[config.mk]
export PLATFORM = sky130hd
export DESIGN_NAME = proc_clock_ctrl
export DESIGN_NICKNAME = d
export VERILOG_FILES = /design/src/rtl/proc_clock_ctrl.sv
export SDC_FILE = /design/constraint.sdc
export NUM_CORES = 1
export LEC_CHECK = 0
export ABC_AREA = 1
export BUFFER_PORTS_ARGS = -buffer_cell sky130_fd_sc_hd__clkbuf_2
export CAP_MARGIN = 30
export CORE_ASPECT_RATIO = 0.9
export CORE_UTILIZATION = 51
export CTS_CLUSTER_SIZE = 8
export DETAILED_ROUTE_END_ITERATION = 12
export GPL_TIMING_DRIVEN = 0
export HOLD_SLACK_MARGIN = 0.05
export PLACE_DENSITY_LB_ADDON = 0.3
export SETUP_SLACK_MARGIN = 0.4
export SLEW_MARGIN = 20
export SYNTH_ARGS = -nofsm -noshare
export SYNTH_HDL_FRONTEND = slang
export SYNTH_SLANG_ARGS = --single-unit
[constraint.sdc]
create_clock -name clock -period 2.3 [get_ports clock]
set_input_delay 0.46 -clock clock [delete_from_list [all_inputs] [get_ports clock]]
set_output_delay 0.46 -clock clock [all_outputs]
set_load 0.01 [all_outputs]
[src/rtl/proc_clock_ctrl.sv]
`timescale 1ns/1ps
// proc_clock_ctrl
//   Controllable processor clock source. Two debounced push buttons select
//   between single-step (one proc_clk pulse per STEP press) and free-running
//   mode (one pulse every RUN_DIV cycles). The processor may request a halt,
//   which suspends pulse generation until MODE is pressed again.
//
// Ports
//   clock       in   board clock
//   reset       in   asynchronous, active-high reset
//   step_btn_n  in   raw STEP button, active-low, asynchronous
//   mode_btn_n  in   raw MODE button, active-low, asynchronous
//   halt        in   processor halt request, synchronous to clock
//   proc_clk    out  registered processor clock
//   proc_tick   out  one-cycle strobe in the cycle proc_clk rises
//   run_mode    out  state is RUN
//   halted      out  state is HALT
//   tick_count  out  proc_clk rising edges since reset, wraps
module proc_clock_ctrl #(
  parameter int DEBOUNCE_CYCLES = 500000,
  parameter int RUN_DIV         = 25,
  parameter int HIGH_CYCLES     = 4,
  parameter int CNT_W           = 16
) (
  input  logic             clock,
  input  logic             reset,
  input  logic             step_btn_n,
  input  logic             mode_btn_n,
  input  logic             halt,
  output logic             proc_clk,
  output logic             proc_tick,
  output logic             run_mode,
  output logic             halted,
  output logic [CNT_W-1:0] tick_count
);

  localparam int DB_W  = (DEBOUNCE_CYCLES > 1) ? $clog2(DEBOUNCE_CYCLES) : 1;
  localparam int DIV_W = $clog2(RUN_DIV);
  localparam int PT_W  = $clog2(2 * HIGH_CYCLES + 1);

  localparam logic [DB_W-1:0]  DB_LAST  = DB_W'(DEBOUNCE_CYCLES - 1);
  localparam logic [DIV_W-1:0] DIV_LAST = DIV_W'(RUN_DIV - 1);
  localparam logic [PT_W-1:0]  PT_LAST  = PT_W'(2 * HIGH_CYCLES);
  localparam logic [PT_W-1:0]  PT_HIGH  = PT_W'(HIGH_CYCLES);
  localparam logic [PT_W-1:0]  PT_ONE   = PT_W'(1);

  typedef enum logic [1:0] {
    ST_STEP = 2'd0,
    ST_RUN  = 2'd1,
    ST_HALT = 2'd2
  } state_t;

  // Bit 0 is STEP, bit 1 is MODE.
  logic [1:0] w_raw_n;
  logic [1:0] w_press;
  logic       w_step_press;
  logic       w_mode_press;

  assign w_raw_n      = {mode_btn_n, step_btn_n};
  assign w_step_press = w_press[0];
  assign w_mode_press = w_press[1];

  for (genvar g = 0; g < 2; g++) begin : g_btn
    logic            r_meta;
    logic            r_sync;
    logic            r_db;
    logic            r_press;
    logic [DB_W-1:0] r_cnt;

    // Two-flop synchroniser for the asynchronous button input.
    always_ff @(posedge clock or posedge reset) begin
      if (reset) begin
        r_meta <= 1'b1;
        r_sync <= 1'b1;
      end else begin
        r_meta <= w_raw_n[g];
        r_sync <= r_meta;
      end
    end

    // Debounce: accept a new level only after it has disagreed with the
    // current level for DEBOUNCE_CYCLES consecutive cycles. A press pulse
    // is raised together with the 1->0 update of the debounced level.
    always_ff @(posedge clock or posedge reset) begin
      if (reset) begin
        r_cnt   <= '0;
        r_db    <= 1'b1;
        r_press <= 1'b0;
      end else begin
        r_press <= 1'b0;
        if (r_sync == r_db) begin
          r_cnt <= '0;
        end else if (r_cnt == DB_LAST) begin
          r_cnt   <= '0;
          r_db    <= r_sync;
          r_press <= ~r_sync;
        end else begin
          r_cnt <= r_cnt + 1'b1;
        end
      end
    end

    assign w_press[g] = r_press;
  end

  state_t             r_state;
  state_t             w_state_nxt;
  logic [DIV_W-1:0]   r_div;
  logic [DIV_W-1:0]   w_div_nxt;
  logic [PT_W-1:0]    r_pt;
  logic [PT_W-1:0]    w_pt_nxt;
  logic               w_req;
  logic               w_gen_idle;
  logic               r_proc_clk;
  logic               r_tick;
  logic               r_run_mode;
  logic               r_halted;
  logic [CNT_W-1:0]   r_tick_count;

  // Pulse generator is free once the full high+low window has elapsed.
  assign w_gen_idle = (r_pt == '0);

  // Mode FSM next-state and pulse request. The divider is held at zero
  // outside RUN so it restarts from zero on every RUN entry. A RUN request
  // is only issued when the FSM stays in RUN that cycle.
  always_comb begin
    w_state_nxt = r_state;
    w_div_nxt   = '0;
    w_req       = 1'b0;
    case (r_state)
      ST_STEP: begin
        if (w_mode_press) begin
          w_state_nxt = ST_RUN;
        end else if (w_step_press && w_gen_idle) begin
          w_req = 1'b1;
        end else begin
          w_req = 1'b0;
        end
      end
      ST_RUN: begin
        if (halt) begin
          w_state_nxt = ST_HALT;
        end else if (w_mode_press) begin
          w_state_nxt = ST_STEP;
        end else if (r_div == DIV_LAST) begin
          w_div_nxt = '0;
          w_req     = w_gen_idle;
        end else begin
          w_div_nxt = r_div + 1'b1;
        end
      end
      ST_HALT: begin
        if (w_mode_press) begin
          w_state_nxt = ST_STEP;
        end else begin
          w_state_nxt = ST_HALT;
        end
      end
      default: begin
        w_state_nxt = ST_STEP;
      end
    endcase
  end

  // Pulse timer: 1..HIGH_CYCLES is the high phase, the rest up to
  // 2*HIGH_CYCLES is the guaranteed low phase, 0 means idle.
  always_comb begin
    w_pt_nxt = r_pt;
    if (w_req) begin
      w_pt_nxt = PT_ONE;
    end else if (r_pt == '0) begin
      w_pt_nxt = '0;
    end else if (r_pt == PT_LAST) begin
      w_pt_nxt = '0;
    end else begin
      w_pt_nxt = r_pt + 1'b1;
    end
  end

  // State, divider, pulse timer and all registered outputs.
  always_ff @(posedge clock or posedge reset) begin
    if (reset) begin
      r_state      <= ST_STEP;
      r_div        <= '0;
      r_pt         <= '0;
      r_proc_clk   <= 1'b0;
      r_tick       <= 1'b0;
      r_run_mode   <= 1'b0;
      r_halted     <= 1'b0;
      r_tick_count <= '0;
    end else begin
      r_state    <= w_state_nxt;
      r_div      <= w_div_nxt;
      r_pt       <= w_pt_nxt;
      r_proc_clk <= (w_pt_nxt != '0) && (w_pt_nxt <= PT_HIGH);
      r_tick     <= w_req;
      r_run_mode <= (w_state_nxt == ST_RUN);
      r_halted   <= (w_state_nxt == ST_HALT);
      if (w_req) begin
        r_tick_count <= r_tick_count + 1'b1;
      end else begin
        r_tick_count <= r_tick_count;
      end
    end
  end

  assign proc_clk   = r_proc_clk;
  assign proc_tick  = r_tick;
  assign run_mode   = r_run_mode;
  assign halted     = r_halted;
  assign tick_count = r_tick_count;

endmodule

After elaboration in Yosys (flattened, before gate mapping)
Index checks and enable logic that the tools add are counted.
{"block": "classes", "n_eq_ne": 10, "n_bitwise": 4, "magnitude_cmp": 1, "n_addsub": 5, "reduce_logical": 7, "n_mux": 26}
{"op": "19-bit two-way mux", "n": 4}
{"op": "19-bit by 1-bit adder with 19-bit output, second input constant", "n": 2}
{"op": "19-bit equality test, second input constant", "n": 2}
{"op": "5-bit two-way mux", "n": 4}
{"op": "16-bit by 1-bit adder with 16-bit output, second input constant", "n": 1}
{"op": "4-bit two-way mux", "n": 3}
{"op": "1-bit two-way mux", "n": 9}
{"op": "2-bit two-way mux", "n": 4}
{"op": "2-bit case mux with 3 select lines", "n": 1}
{"op": "5-bit by 1-bit adder with 5-bit output, second input constant", "n": 1}
{"op": "5-bit equality test, second input constant", "n": 1}
{"op": "4-bit by 1-bit adder with 4-bit output, second input constant", "n": 1}
{"op": "2-bit by 1-bit equality test with 1-bit output, second input constant", "n": 2}
{"op": "2-bit equality test, second input constant", "n": 2}
{"op": "4-bit equality test, second input constant", "n": 1}
{"op": "4-bit by 3-bit less-or-equal comparator with 1-bit output, second input constant", "n": 1}
{"op": "4-bit logical NOT", "n": 1}
{"op": "1-bit inverter", "n": 4}
{"op": "2-bit AND reduction", "n": 2}
{"op": "4-bit nonzero test", "n": 1}
{"op": "1-bit equality test", "n": 2}
{"op": "1-bit logical AND", "n": 2}
{"op": "2-bit logical NOT", "n": 1}
{"op": "1-bit case mux with 2 select lines", "n": 1}
{"block": "totals", "wordCells": 71, "regBits": 77}

Depth between registers and ports, before layout
Gate-level depths: netlist (run 1).
{"block": "logic_depth", "word_depth": 8, "depth_mapped": 11}

Worst setup path after synthesis (run 1)
No wires, ideal clock.
{"block": "synth_timing", "path_type": "flip-flop to flip-flop", "start": "reg g_btn[1].r_cnt[0]", "end": "reg g_btn[1].r_cnt[16]", "t_required_ps": 2183, "path_stages_with_launch": 11, "arrival_ps": 1299, "n_path_buf": 0, "setup_ps": 117, "path_slack_ps": 884, "path_cell_list": "dfrtp_1 -> ha_1 -> nand2_1 -> nor2_8 -> inv_2 -> nor2_2 -> nand2_2 -> nand2_4 -> inv_2 -> nand2_1 -> nor2_1"}
{"block": "synth_via", "elab_chain_len": 3, "elab_cells_between_ends": 4}
{"item": "from (decl)", "line_no": "68", "text": "logic [DB_W-1:0] r_cnt;"}
{"item": "from (signal assigned)", "line_no": "98", "text": "r_cnt <= r_cnt + 1'b1;"}
{"item": "19-bit by 1-bit adder with 19-bit output or 19-bit equality test (tied branches)", "line_no": "98, 93"}
{"item": "19-bit two-way mux *", "line_no": "93", "text": "end else if (r_cnt == DB_LAST) begin"}
{"item": "19-bit two-way mux *", "line_no": "91", "text": "if (r_sync == r_db) begin"}
Every way passes the cells marked *; elsewhere a longest branch is shown, timed or not.
A chain may end at the register's enable or synchronous reset.

Final worst setup path (run 1)
{"block": "layout_timing", "start": "reg g_btn[1].r_cnt[0]", "end": "reg g_btn[1].r_cnt[11]"}
The elaborated chain is that of the path after synthesis.

==> summary.md, run 1 <==
| Metric | Value |
|---|---|
| Status | `complete, no violations` |
| CP Depth | `10` |
| Slew Viols, Final | `0` |
| TritonCTS clock tree | `built` |
| Dpl ws | `0.6486 ns` |
| Part of the cycle the worst path needs | `73.02%` |
| Gr usage total | `20.42%` |
| Synth Register Bits | `77` |
| Post-synth EDFFs | `0` |
| Clock transition at the registers of the reported paths | `0.08 ns` |
| CTS resizes | `0` |
| Initial antenna violation count | `0` |
| Longest Clk Path Bufs | `2` |
| Fin cells | `608` |
| RD Place Congestion | `0.8989` |
| Reg2reg setup slack | `0.62 ns` |
| CP top delay family | `simple AND/OR/NAND/NOR gates` |
| Area contributors post-synth | `dfrtp_1 45%, nand2_1 9.2%, nor2_1 7.5%` |
| I/O Buffers | `24` |
| Mapped cell area | `3979 um^2` |
| Worst path bufs/invs | `2` |
| Rows | `30` |
| FF-to-FF Start | `g_btn[1].r_cnt[0]$_DFF_PP0_` |
| Synth-to-layout area growth | `13.14%` |
| Inst Count DP | `592` |
| Routed Antenna Nets | `0` |
| Worst setup startpoint | `g_btn[1].r_cnt[0]$_DFF_PP0_` |
| Dominant cell type by area after synthesis | `dfrtp_1` |
| Remaining DRCs | `0` |
| Clock Tree Root | `clkbuf_8` |
| Syn Nets | `482` |
| Final setup margin | `0.6206 ns` |
| Worst-margin pin slew | `0.5141 ns` |
| Final setup viols | `0` |
| Register area share after synthesis | `48.62%` |
| F_max | `595.4 MHz` |
| Share of cells above drive strength 1 | `16.99%` |
| Setup bufs post-CTS | `0` |
| Max-Cap Viols | `0` |
| RR Endpoint | `g_btn[1].r_cnt[11]$_DFF_PP0_` |
| CP peak stage delay | `0.38 ns` |
| Crit path to | `g_btn[1].r_cnt[11]$_DFF_PP0_` |
| N_diodes | `0` |
| Syn avg cell area | `8.466 um^2` |
| Post-Synthesis Cells | `470` |
| Slew Limit Headroom | `65.37%` |
| Startpoint Class | `flip-flop` |
| Maximum vdd drop | `316.9 uV` |
| Yosys synthesis warning count | `0` |
| Critical path class | `reg -> reg` |
| Worst reg2reg path depth | `10` |
| Die Y | `85.80 um` |
| Data arrival, critical path | `1.91 ns` |
| Tmin final | `1.679 ns` |
| Worst-path maximum fanout | `8` |
| Endpoints failing hold | `0` |
| Vias per Instance | `4.928` |
| # IOs | `25` |
| Crit end category | `flip-flop` |
| Detailed Place HPWL | `5264 um` |
| Clock skew | `0.01192 ns` |
| Slowest cell on crit path | `dfrtp_1` |
| Post-CTS Hold Buffers | `0` |
| RSZ-0062 raised after global routing | `no` |
| Final instance area | `4502 um^2` |
| First-pass GRT wire length | `12940 um` |
| First-pass DRT Iterations | `4` |
| Pwr/cell area | `593.1 nW/um^2` |
| Number of filler cells placed in the layout | `653` |
| Most used DFF post-synth | `dfrtp_1` |
| Worst path cell trace | `ha_1, nand2_1, nor2_8, inv_2, nor2_2, nand2_2, nand2_4, inv_2, nand2_1, nor2_1` |
| Leakage | `2.216 nW` |
| Nets | `519` |
| Starting density of the core | `52.74%` |
| Cts bufs inserted | `9` |
| Commonest cells post-synth | `98 x nand2_1, 79 x nor2_1, 71 x dfrtp_1` |
| Core area | `7545 um^2` |
| Die width | `95.11 um` |
| Full die area | `8160 um^2` |
| Yosys top cell area share | `44.65%` |
| Yosys cell types | `32` |
| Grt total ovfl | `0` |
| Initial drt markers | `155` |
| Final Power | `2.670 mW` |
| Worst min path class | `in -> async` |
| Pin count of the biggest net entering global routing | `35` |
| Clk sinks | `77` |
| Wire length per cell | `11.80 um` |
| CTS H-tree lvls | `3` |
| Worst-skew pair later-pin latency | `0.35 ns` |
| Worst Path Required | `2.53 ns` |
| Setup_tns | `0 ns` |
| Vias in the first global route | `2898` |
| WL final | `7175 um` |
| Post-place instance area | `4263 um^2` |
| Via count | `2996` |
| Ys async rst share | `100.0%` |
| Count leader, synth | `nand2_1` |
==> worst reg2reg max path, delay by kind of cell, from the launching register on <==
kind          cells  cell delay, ns
flops             1            0.38
simple gates      7            0.78
buf+inv           2            0.15
fa+ha+maj         1            0.27
==> worst min path at each step <==
stage	depth (start not counted)	startpoint	to	slack, ns
6_report	2	reset	tick_count[13]$_DFFE_PP0P_	0.06
5_1_grt	2	reset	tick_count[13]$_DFFE_PP0P_	0.06
4_1_cts	2	reset	tick_count[13]$_DFFE_PP0P_	0.06
3_5_place_dp	0	g_btn[0].r_meta$_DFF_PP1_	g_btn[0].r_sync$_DFF_PP1_	0.35
3_3_place_gp	0	g_btn[1].r_meta$_DFF_PP1_	g_btn[1].r_sync$_DFF_PP1_	0.35
2_1_floorplan	0	g_btn[0].r_meta$_DFF_PP1_	g_btn[0].r_sync$_DFF_PP1_	0.35
==> layout by cell type, fill, tap and decap left out, types with 2 or more instances in the layout <==
cell type / instances
nand2_1: 98
nor2_1: 79
dfrtp_1: 71
inv_1: 64
clkbuf_2: 24
nand3_1: 22
xor2_1: 18
nand4_1: 15
xnor2_1: 12
nor3_1: 11
o21ai_0: 10
clkbuf_8: 9
nand2_2: 7
a21oi_1: 7
ha_1: 7
nor2_2: 6
dfstp_2: 6
nor2_4: 5
inv_2: 4
nor3b_1: 4
nand2_4: 3
nor3_2: 3
bufinv_16: 3
buf_6: 2
nor3_4: 2
nand3_2: 2
nand4_4: 2
a211oi_1: 2
clkinvlp_4: 2
buf_12: 2
==> metrics by stage <==
stage / util [%] / hold WS [ns]
after floorplan: - / 0.3452
after global placement: 55.97 / 0.3461
after global routing: 59.67 / 0.06476
after detailed placement: 56.50 / 0.3468
after CTS: 59.67 / 0.05901
final: 59.67 / 0.05885
==> logic make-up after synthesis <==
group                    share of synthesized area [%]
adder cells (fa/ha/maj)                          2.201
AND/OR/NAND/NOR                                  32.42
buffers and inverters                            7.075
AO/OA/AOI/OAI                                    3.082
XOR/XNOR                                         6.604
flip-flops                                       48.62
==> registers in the layout (all words and copies together), names as in the netlist <==
| name | flops |
|---|---|
| g_btn.r_meta | 2 |
| r_pt | 4 |
| r_div | 5 |
| g_btn.r_press | 2 |
| tick_count | 16 |
| halted | 1 |
| g_btn.r_cnt | 38 |
| run_mode | 1 |
| g_btn.r_db | 2 |
| proc_clk | 1 |
| proc_tick | 1 |
| g_btn.r_sync | 2 |
| r_state | 2 |
==> power by group <==
part | switching [mW] | internal (mW) | leakage [nW]
Sequential | 0.00888 | 1.37 | 1.04
Combinational | 0.0519 | 0.0202 | 1.06
Clock | 0.500 | 0.721 | 0.116
Total | 0.561 | 2.11 | 2.22
==> routing by layer <==
metal,track usage (%),routed length [um],vias to the layer above
met3,5.053,232,12
li1,-,-,1543
met2,30.65,3309,45
met5,0,0,-
met4,8.540,109,0
met1,28.11,3524,1396
==> layout make-up <==
type / count / area (um^2) / share of cell area, %
Clock inverter: 6 / 111.4 / 2.474
Inverter: 69 / 262.8 / 5.837
Sequential cell: 77 / 1934 / 42.97
Timing Repair Buffer: 26 / 160.2 / 3.558
Tap cell: 96 / 120.1 / 2.668
Clock buffer: 10 / 127.6 / 2.835
Buffer: 2 / 22.52 / 0.5003
Multi-Input combinational cell: 322 / 1763 / 39.16
(Power assumes the default switching activity.)
==> inputs of run 2 (changes only) <==
clock period = 1.7 ns   (was 2.3 ns; I/O delays follow)
==> run 2 against run 1 <==
Against the previous run: wire length increased by 22%; via count increased by 11%; clock power increased by 12%; flip-flop and latch count unchanged; die area unchanged; clock skew increased by 0.0013 ns; sequential power increased by 36%; worst setup slack got worse by 0.39 ns; core utilization increased by 9.5 points; non-clock buffer count increased by 41; register-to-register slack got worse by 0.39 ns; largest power group unchanged.
==> summary.md, run 2 (same netlist as run 1, synthesis figures left out) <==
| Metric | Value |
|---|---|
| Starting density of the core | `52.74% (unchanged)` |
| Gr busiest metal | `met2 (unchanged)` |
| CTS H-tree lvls | `3 (unchanged)` |
| Worst-path maximum fanout | `4 (was 8)` |
| Met1 Usage GRT | `28.37% (was 28.11%)` |
| N_diodes | `0 (unchanged)` |
| Synth-to-layout area growth | `31.16% (was 13.14%)` |
| Tmin final | `1.472 ns (was 1.679 ns)` |
| Pin count of the biggest net entering global routing | `34 (was 35)` |
| # IOs | `25 (unchanged)` |
| Maximum vdd drop | `470.6 uV (was 316.9 uV)` |
| Startpoint Class | `flip-flop (unchanged)` |
| Worst hold-check slack | `0.06656 ns (was 0.05885 ns)` |
| Number of filler cells placed in the layout | `516 (was 653)` |
| Core area | `7545 um^2 (unchanged)` |
| First-pass GRT wire length | `14240 um (was 12940 um)` |
| Initial antenna violation count | `0 (unchanged)` |
| Max reg flops | `38 (unchanged)` |
| Clock Tree Root | `clkbuf_8 (unchanged)` |
| Cts bufs inserted | `9 (unchanged)` |
| Worst Path Required | `1.95 ns (was 2.53 ns)` |
| Remaining DRCs | `0 (unchanged)` |
| First-pass DRT Iterations | `4 (unchanged)` |
| Final setup margin | `0.2284 ns (was 0.6206 ns)` |
| RSZ-0062 raised after global routing | `yes (was no)` |
| M2 GR Usage | `37.08% (was 30.65%)` |
| Data arrival, critical path | `1.72 ns (was 1.91 ns)` |
| Crit end category | `flip-flop (unchanged)` |
| Clock transition at the registers of the reported paths | `0.08 ns (about the same)` |
| Pwr/cell area | `654.6 nW/um^2 (was 593.1 nW/um^2)` |
| Full die area | `8160 um^2 (unchanged)` |
| Fin cells | `649 (was 608)` |
| CP peak stage delay | `0.42 ns (was 0.38 ns)` |
| TritonCTS clock tree | `built (unchanged)` |
| Detailed Place HPWL | `5268 um (was 5264 um)` |
| Met3 GRT Util | `5.053% (unchanged)` |
| Reg with most FFs | `g_btn.r_cnt (unchanged)` |
| Longest Clk Path Bufs | `2 (unchanged)` |
| Worst-margin pin slew | `0.6547 ns (was 0.5141 ns)` |
| Die width | `95.11 um (unchanged)` |
| Wire length per cell | `13.51 um (was 11.80 um)` |
| Nets | `560 (was 519)` |
| Final Power | `3.416 mW (was 2.670 mW)` |
| Critical path class | `reg -> reg (unchanged)` |
| Final setup viols | `0 (unchanged)` |
| Routed Antenna Nets | `0 (unchanged)` |
| Dpl ws | `0.1812 ns (was 0.6486 ns)` |
| Final core utilization | `69.17% (was 59.67%)` |
| Most frequent cells in the layout | `86 x nand2_1, 63 x dfrtp_1, 60 x inv_1, 60 x nor2_1, 24 x clkbuf_2 (was 98 x nand2_1, 79 x nor2_1, 71 x dfrtp_1)` |
| WL final | `8767 um (was 7175 um)` |
| Share of cells above drive strength 1 | `35.26% (was 16.99%)` |
| Slowest cell on crit path | `dfrtp_1 (unchanged)` |
| Initial drt markers | `97 (was 155)` |
| Grt total ovfl | `0 (unchanged)` |
| RD Place Congestion | `0.8551 (was 0.8989)` |
| Worst min path class | `in -> async (unchanged)` |
| F_max | `679.5 MHz (was 595.4 MHz)` |
| Slew Limit Headroom | `56.26% (was 65.37%)` |
| Worst-skew pair later-pin latency | `0.35 ns (about the same)` |
| I/O Buffers | `24 (unchanged)` |
| Rows | `30 (unchanged)` |
| Via count | `3336 (was 2996)` |
| Worst path cell trace | `ha_4, nand2_4, nor2_4, nand4_4, nor2_4, nand3b_1, nor2_1, nor2_1 (was ha_1, nand2_1, nor2_8, inv_2, nor2_2, nand2_2, nand2_4, inv_2, nand2_1, nor2_1)` |
| Commonest non-fill, non-tap cell in the layout | `nand2_1 (unchanged)` |
| Endpoints failing hold | `0 (unchanged)` |
| Gr usage total | `22.33% (was 20.42%)` |
| Die Y | `85.80 um (unchanged)` |
| Clock skew | `0.01324 ns (was 0.01192 ns)` |
| Vias in the first global route | `3220 (was 2898)` |
| Vias per Instance | `5.140 (was 4.928)` |
| Slew Viols, Final | `0 (unchanged)` |
| Leakage | `2.514 nW (was 2.216 nW)` |
| Status | `complete, no violations (unchanged)` |
| Inst Count DP | `592 (unchanged)` |
| Max-Cap Viols | `0 (unchanged)` |
| Clk sinks | `77 (unchanged)` |
| Part of the cycle the worst path needs | `86.56% (was 73.02%)` |
[run 2: layout make-up]
cell class | instances | area (um^2) | share of cell area [%]
buffer | 2 | 26.28 | 0.5035
timing repair buffer | 67 | 550.5 | 10.55
tap | 96 | 120.1 | 2.302
clock inverter | 6 | 63.81 | 1.223
sequential | 77 | 1944 | 37.26
clock buffer | 10 | 127.6 | 2.445
multi-input combinational | 322 | 2106 | 40.35
inverter | 69 | 280.3 | 5.370
[run 2: per-stage QoR]
| stage | area [um^2] | TNS, ns |
|---|---|---|
| global route | 5219 | 0 |
| global placement | 4265 | -2.517 |
| finish | 5219 | 0 |
| CTS | 4930 | 0 |
| detailed placement | 4313 | 0 |
| floorplan | 4025 | 0 |
[run 2: worst max-delay path: cells and delay by family, from the launching register on]
kind	cells	cell delay, ns
simple gates	7	0.78
flops	1	0.42
fa+ha+maj	1	0.18
[run 2: metal layers]
layer  wire length (um)  share of wire, %
met5                  0                 0
met4                208               2.4
met3                334               3.8
met2               4393                50
met1               3830                44
[run 2: path summary, 6_finish.rpt]
path / slack (ns) / cells after the start / start / end
min in group clock: 0.09 / 1 / mode_btn_n / g_btn[1].r_meta$_DFF_PP1_
min reg2reg: 0.36 / 0 / g_btn[1].r_meta$_DFF_PP1_ / g_btn[1].r_sync$_DFF_PP1_
max reg2reg: 0.23 / 8 / g_btn[0].r_cnt[1]$_DFF_PP0_ / g_btn[0].r_cnt[18]$_DFF_PP0_
max: 0.23 / 8 / g_btn[0].r_cnt[1]$_DFF_PP0_ / g_btn[0].r_cnt[18]$_DFF_PP0_
min: 0.07 / 2 / reset / tick_count[11]$_DFFE_PP0P_
max in group asynchronous: 0.99 / 3 / reset / g_btn[1].r_db$_DFFE_PP1P_
[run 2: where the power goes]
part	switching (mW)	internal [mW]	total, mW	leakage (nW)
clock network	0.695	0.679	1.37	0.0927
registers	0.0215	1.85	1.87	1.03
logic	0.0969	0.0732	0.170	1.39
[run 2: repair_timing]
action                                  in CTS  in global routing
endpoints found under the setup margin      65                 71
cloned                                       1                  0
hold buffers                                 0                  1
hold endpoints to repair                     0                  1
pin swaps                                   22                 12
gates resized for setup                     51                 52
buffers inserted                            29                 10
==> inputs of run 3 (changes only) <==
ABC_AREA = 0   (was 1)
SLEW_MARGIN = 40   (was 20)
==> run 3 against run 2 <==
Against the previous run: the run now ends with setup timing left; largest power group unchanged; worst setup slack got worse by 0.69 ns; area after synthesis fell by 9.1%; clock skew rose by 0.0098 ns; critical path depth fell by 1; critical endpoint is now tick_count[8]$_DFFE_PP0P_; die area fell by 8.9%; combinational power rose by 21%; wire length rose by 42%; largest cell class unchanged; flip-flop and latch count did not move; first-iteration DRC count rose to 3.9 times the previous value; power rose by 3.4%.
==> summary.md, run 3 <==
| Metric | Value |
|---|---|
| Status | `complete, but fails checks (was complete, no violations)` |
| Failing checks | `setup timing` |
| Clock Tree Root | `clkbuf_8 (unchanged)` |
| Comb pwr share | `5.8% (was 5.0%)` |
| Dominant cell type by area after synthesis | `dfrtp_1 (unchanged)` |
| Slew Viols, Final | `0 (unchanged)` |
| Yosys top cell area share | `49.12% (was 44.65%)` |
| Slowest cell on crit path | `or3_4 (was dfrtp_1)` |
| Routed Antenna Nets | `0 (unchanged)` |
| Clk sinks | `77 (unchanged)` |
| TritonCTS clock tree | `built (unchanged)` |
| Initial drt markers | `376 (was 97)` |
| Worst min path class | `in -> reg (was in -> async)` |
| Net Switching | `0.9047 mW (was 0.8134 mW)` |
| Most used DFF post-synth | `dfrtp_1 (unchanged)` |
| Max-Cap Viols | `0 (unchanged)` |
| Dpl ws | `-0.5004 ns (was 0.1812 ns)` |
| Most frequent cells in the layout | `55 x dfrtp_1, 52 x buf_4, 23 x xor2_1 (was 86 x nand2_1, 63 x dfrtp_1, 60 x inv_1, 60 x nor2_1, 24 x clkbuf_2)` |
| Grt total ovfl | `0 (unchanged)` |
| Slew Limit Headroom | `69.34% (was 56.26%)` |
| Critical path class | `reg -> reg (unchanged)` |
| Sequential share of power | `53.2% (was 54.8%)` |
| Vias in the first global route | `3203 (was 3220)` |
| Worst Path Required | `1.98 ns (was 1.95 ns)` |
| Cts bufs inserted | `9 (unchanged)` |
| M2 GR Usage | `47.12% (was 37.08%)` |
| Synth Register Bits | `77 (unchanged)` |
| Reg with most FFs | `g_btn.r_cnt (unchanged)` |
| RSZ-0062 raised after global routing | `yes (unchanged)` |
| Synth-to-layout area growth | `52.99% (was 31.16%)` |
| Met3 GRT Util | `5.000% (was 5.053%)` |
| Leakage | `2.272 nW (was 2.514 nW)` |
| Startpoint Class | `flip-flop (unchanged)` |
| Worst-path maximum fanout | `5 (was 4)` |
| Maximum vdd drop | `390.8 uV (was 470.6 uV)` |
| Gr busiest metal | `met2 (unchanged)` |
| Worst hold-check slack | `0.05530 ns (was 0.06656 ns)` |
| I/O Buffers | `24 (unchanged)` |
| Longest Clk Path Bufs | `2 (unchanged)` |
| Yosys synthesis warning count | `0 (unchanged)` |
| Detailed Place HPWL | `4996 um (was 5268 um)` |
| Die Y | `81.90 um (was 85.80 um)` |
| Nets | `473 (was 560)` |
| F_max | `462.5 MHz (was 679.5 MHz)` |
| Register area share after synthesis | `53.48% (was 48.62%)` |
| Pint | `2.626 mW (was 2.603 mW)` |
| Die width | `90.78 um (was 95.11 um)` |
| Worst path bufs/invs | `2 (was 0)` |
| CTS H-tree lvls | `3 (unchanged)` |
| Met1 Usage GRT | `34.50% (was 28.37%)` |
| N_diodes | `0 (unchanged)` |
| Worst-margin pin slew | `0.4584 ns (was 0.6547 ns)` |
| Final setup margin | `-0.4622 ns (was 0.2284 ns)` |
| Starting density of the core | `53.78% (was 52.74%)` |
| Wire length per cell | `22.38 um (was 13.51 um)` |
| Syn avg cell area | `10.33 um^2 (was 8.466 um^2)` |
| Post-Synthesis Cells | `350 (was 470)` |
| Tmin final | `2.162 ns (was 1.472 ns)` |
| Data arrival, critical path | `2.44 ns (was 1.72 ns)` |
| Final instance area | `5534 um^2 (was 5219 um^2)` |
| Initial antenna violation count | `0 (unchanged)` |
| Vias per Instance | `6.266 (was 5.140)` |
| Clock power frac | `41.0% (was 40.2%)` |
| Via count | `3484 (was 3336)` |
| Post-place instance area | `4173 um^2 (was 4313 um^2)` |
| Worst-skew pair later-pin latency | `0.37 ns (was 0.35 ns)` |
| CP top delay family | `simple AND/OR/NAND/NOR gates (unchanged)` |
| Commonest non-fill, non-tap cell in the layout | `dfrtp_1 (was nand2_1)` |
| First-pass DRT Iterations | `5 (was 4)` |
| Part of the cycle the worst path needs | `127.2% (was 86.56%)` |
| Commonest cells post-synth | `71 x dfrtp_1, 44 x nor2_1, 23 x xnor2_1, 23 x xor2_1 (was 98 x nand2_1, 79 x nor2_1, 71 x dfrtp_1)` |
| Final core utilization | `82.27% (was 69.17%)` |
| Inst Count DP | `468 (was 592)` |
| Clock transition at the registers of the reported paths | `0.09 ns (was 0.08 ns)` |
| CP Depth | `7 (was 8)` |
| First-pass GRT wire length | `15790 um (was 14240 um)` |
| Ys async rst share | `100.0% (unchanged)` |
| RD Place Congestion | `0.8332 (was 0.8551)` |
| Area contributors post-synth | `dfrtp_1 49%, xnor2_1 5.6%, xor2_1 5.6% (was dfrtp_1 45%, nand2_1 9.2%, nor2_1 7.5%)` |
| Share of cells above drive strength 1 | `53.65% (was 35.26%)` |
| Worst reg2reg path depth | `7 (was 8)` |
| Count leader, synth | `dfrtp_1 (was nand2_1)` |
| Max reg flops | `38 (unchanged)` |
| Clock skew | `0.02301 ns (was 0.01324 ns)` |
| Remaining DRCs | `0 (unchanged)` |
| Pin count of the biggest net entering global routing | `23 (was 34)` |
| Full die area | `7434 um^2 (was 8160 um^2)` |
| Final Power | `3.531 mW (was 3.416 mW)` |
| WL final | `12440 um (was 8767 um)` |
| # IOs | `25 (unchanged)` |
| Setup_tns | `-7.729 ns (was 0 ns)` |
| Crit end category | `flip-flop (unchanged)` |
| Rows | `28 (was 30)` |
| Pwr/cell area | `638.0 nW/um^2 (was 654.6 nW/um^2)` |
| Syn Nets | `362 (was 482)` |
| Endpoints failing hold | `0 (unchanged)` |
| Mapped cell area | `3617 um^2 (was 3979 um^2)` |
| Hold depth | `1` |
| Yosys cell types | `46 (was 32)` |
| Switching part of the total | `25.62% (was 23.81%)` |
| Final setup viols | `52 (was 0)` |
| Gr usage total | `27.57% (was 22.33%)` |
| CP peak stage delay | `0.46 ns (was 0.42 ns)` |
| Post-synth EDFFs | `0 (unchanged)` |
| Worst path cell trace | `inv_1, ha_2, or3b_4, buf_6, or3_4, nor3b_2, xor2_1 (was ha_4, nand2_4, nor2_4, nand4_4, nor2_4, nand3b_1, nor2_1, nor2_1)` |
| Core area | `6726 um^2 (was 7545 um^2)` |
| Fin cells | `556 (was 649)` |
==> run 3: cell type report <==
class | count | area (um^2)
multi-input combinational | 249 | 2220
sequential | 77 | 1954
fill | 312 | 1192
timing repair buffer | 100 | 874.6
clock buffer | 9 | 123.9
tap | 90 | 112.6
buffer | 7 | 105.1
clock inverter | 7 | 73.82
inverter | 17 | 70.07
==> run 3: repair_timing <==
action	4_1_cts	5_1_grt
setup buffers	43	25
resized for setup	89	68
hold endpoints to repair	8	0
hold buffers	1	0
cloned	2	1
pin swaps	33	37
endpoints found under the setup margin	65	74
==> run 3: per-layer routing <==
layer	part of all wire, %	wire length [um]
met3	6.9	856
met4	5.6	701
met1	38	4699
met5	0	0
met2	50	6183
==> run 3: worst paths after layout <==
path                                      startpoint                      endpoint  slack (ns)
min reg2reg                g_btn[0].r_meta$_DFF_PP1_     g_btn[0].r_sync$_DFF_PP1_        0.36
max reg2reg                        r_pt[1]$_DFF_PP0_     tick_count[8]$_DFFE_PP0P_       -0.46
min                                       step_btn_n     g_btn[0].r_meta$_DFF_PP1_        0.06
max in group asynchronous                      reset  g_btn[0].r_cnt[11]$_DFF_PP0_        0.67
max                                r_pt[1]$_DFF_PP0_     tick_count[8]$_DFFE_PP0P_       -0.46
min in group asynchronous                      reset    tick_count[14]$_DFFE_PP0P_        0.10
==> run 3: logic make-up after synthesis <==
logic type / after synthesis / share of synthesized area (%)
AND/OR/NAND/NOR: 163 / 24.49
multiplexers: 3 / 0.8993
adder cells (fa/ha/maj): 7 / 2.421
flip-flops: 77 / 53.48
buffers and inverters: 24 / 2.560
AO/OA/AOI/OAI: 30 / 5.016
XOR/XNOR: 46 / 11.14
==> run 3: power groups by stage <==
stage | clock network [mW] | registers (mW) | logic, mW
global placement | 0 | 1.91 | 0.0942
global route | 1.52 | 1.88 | 0.220
finish | 1.45 | 1.88 | 0.205
floorplan | 0 | 1.90 | 0.0693
CTS | 1.38 | 1.87 | 0.181
detailed placement | 0 | 1.91 | 0.130
==> run 3: worst reg2reg max path: cells and delay by family, from the launching register on <==
kind	cells	cell delay [ns]
xor gates and xnor gates	1	0.19
adders and majority gates	1	0.19
buffers and inverters	2	0.22
DFF	1	0.41
and+or+nand+nor	3	1.09
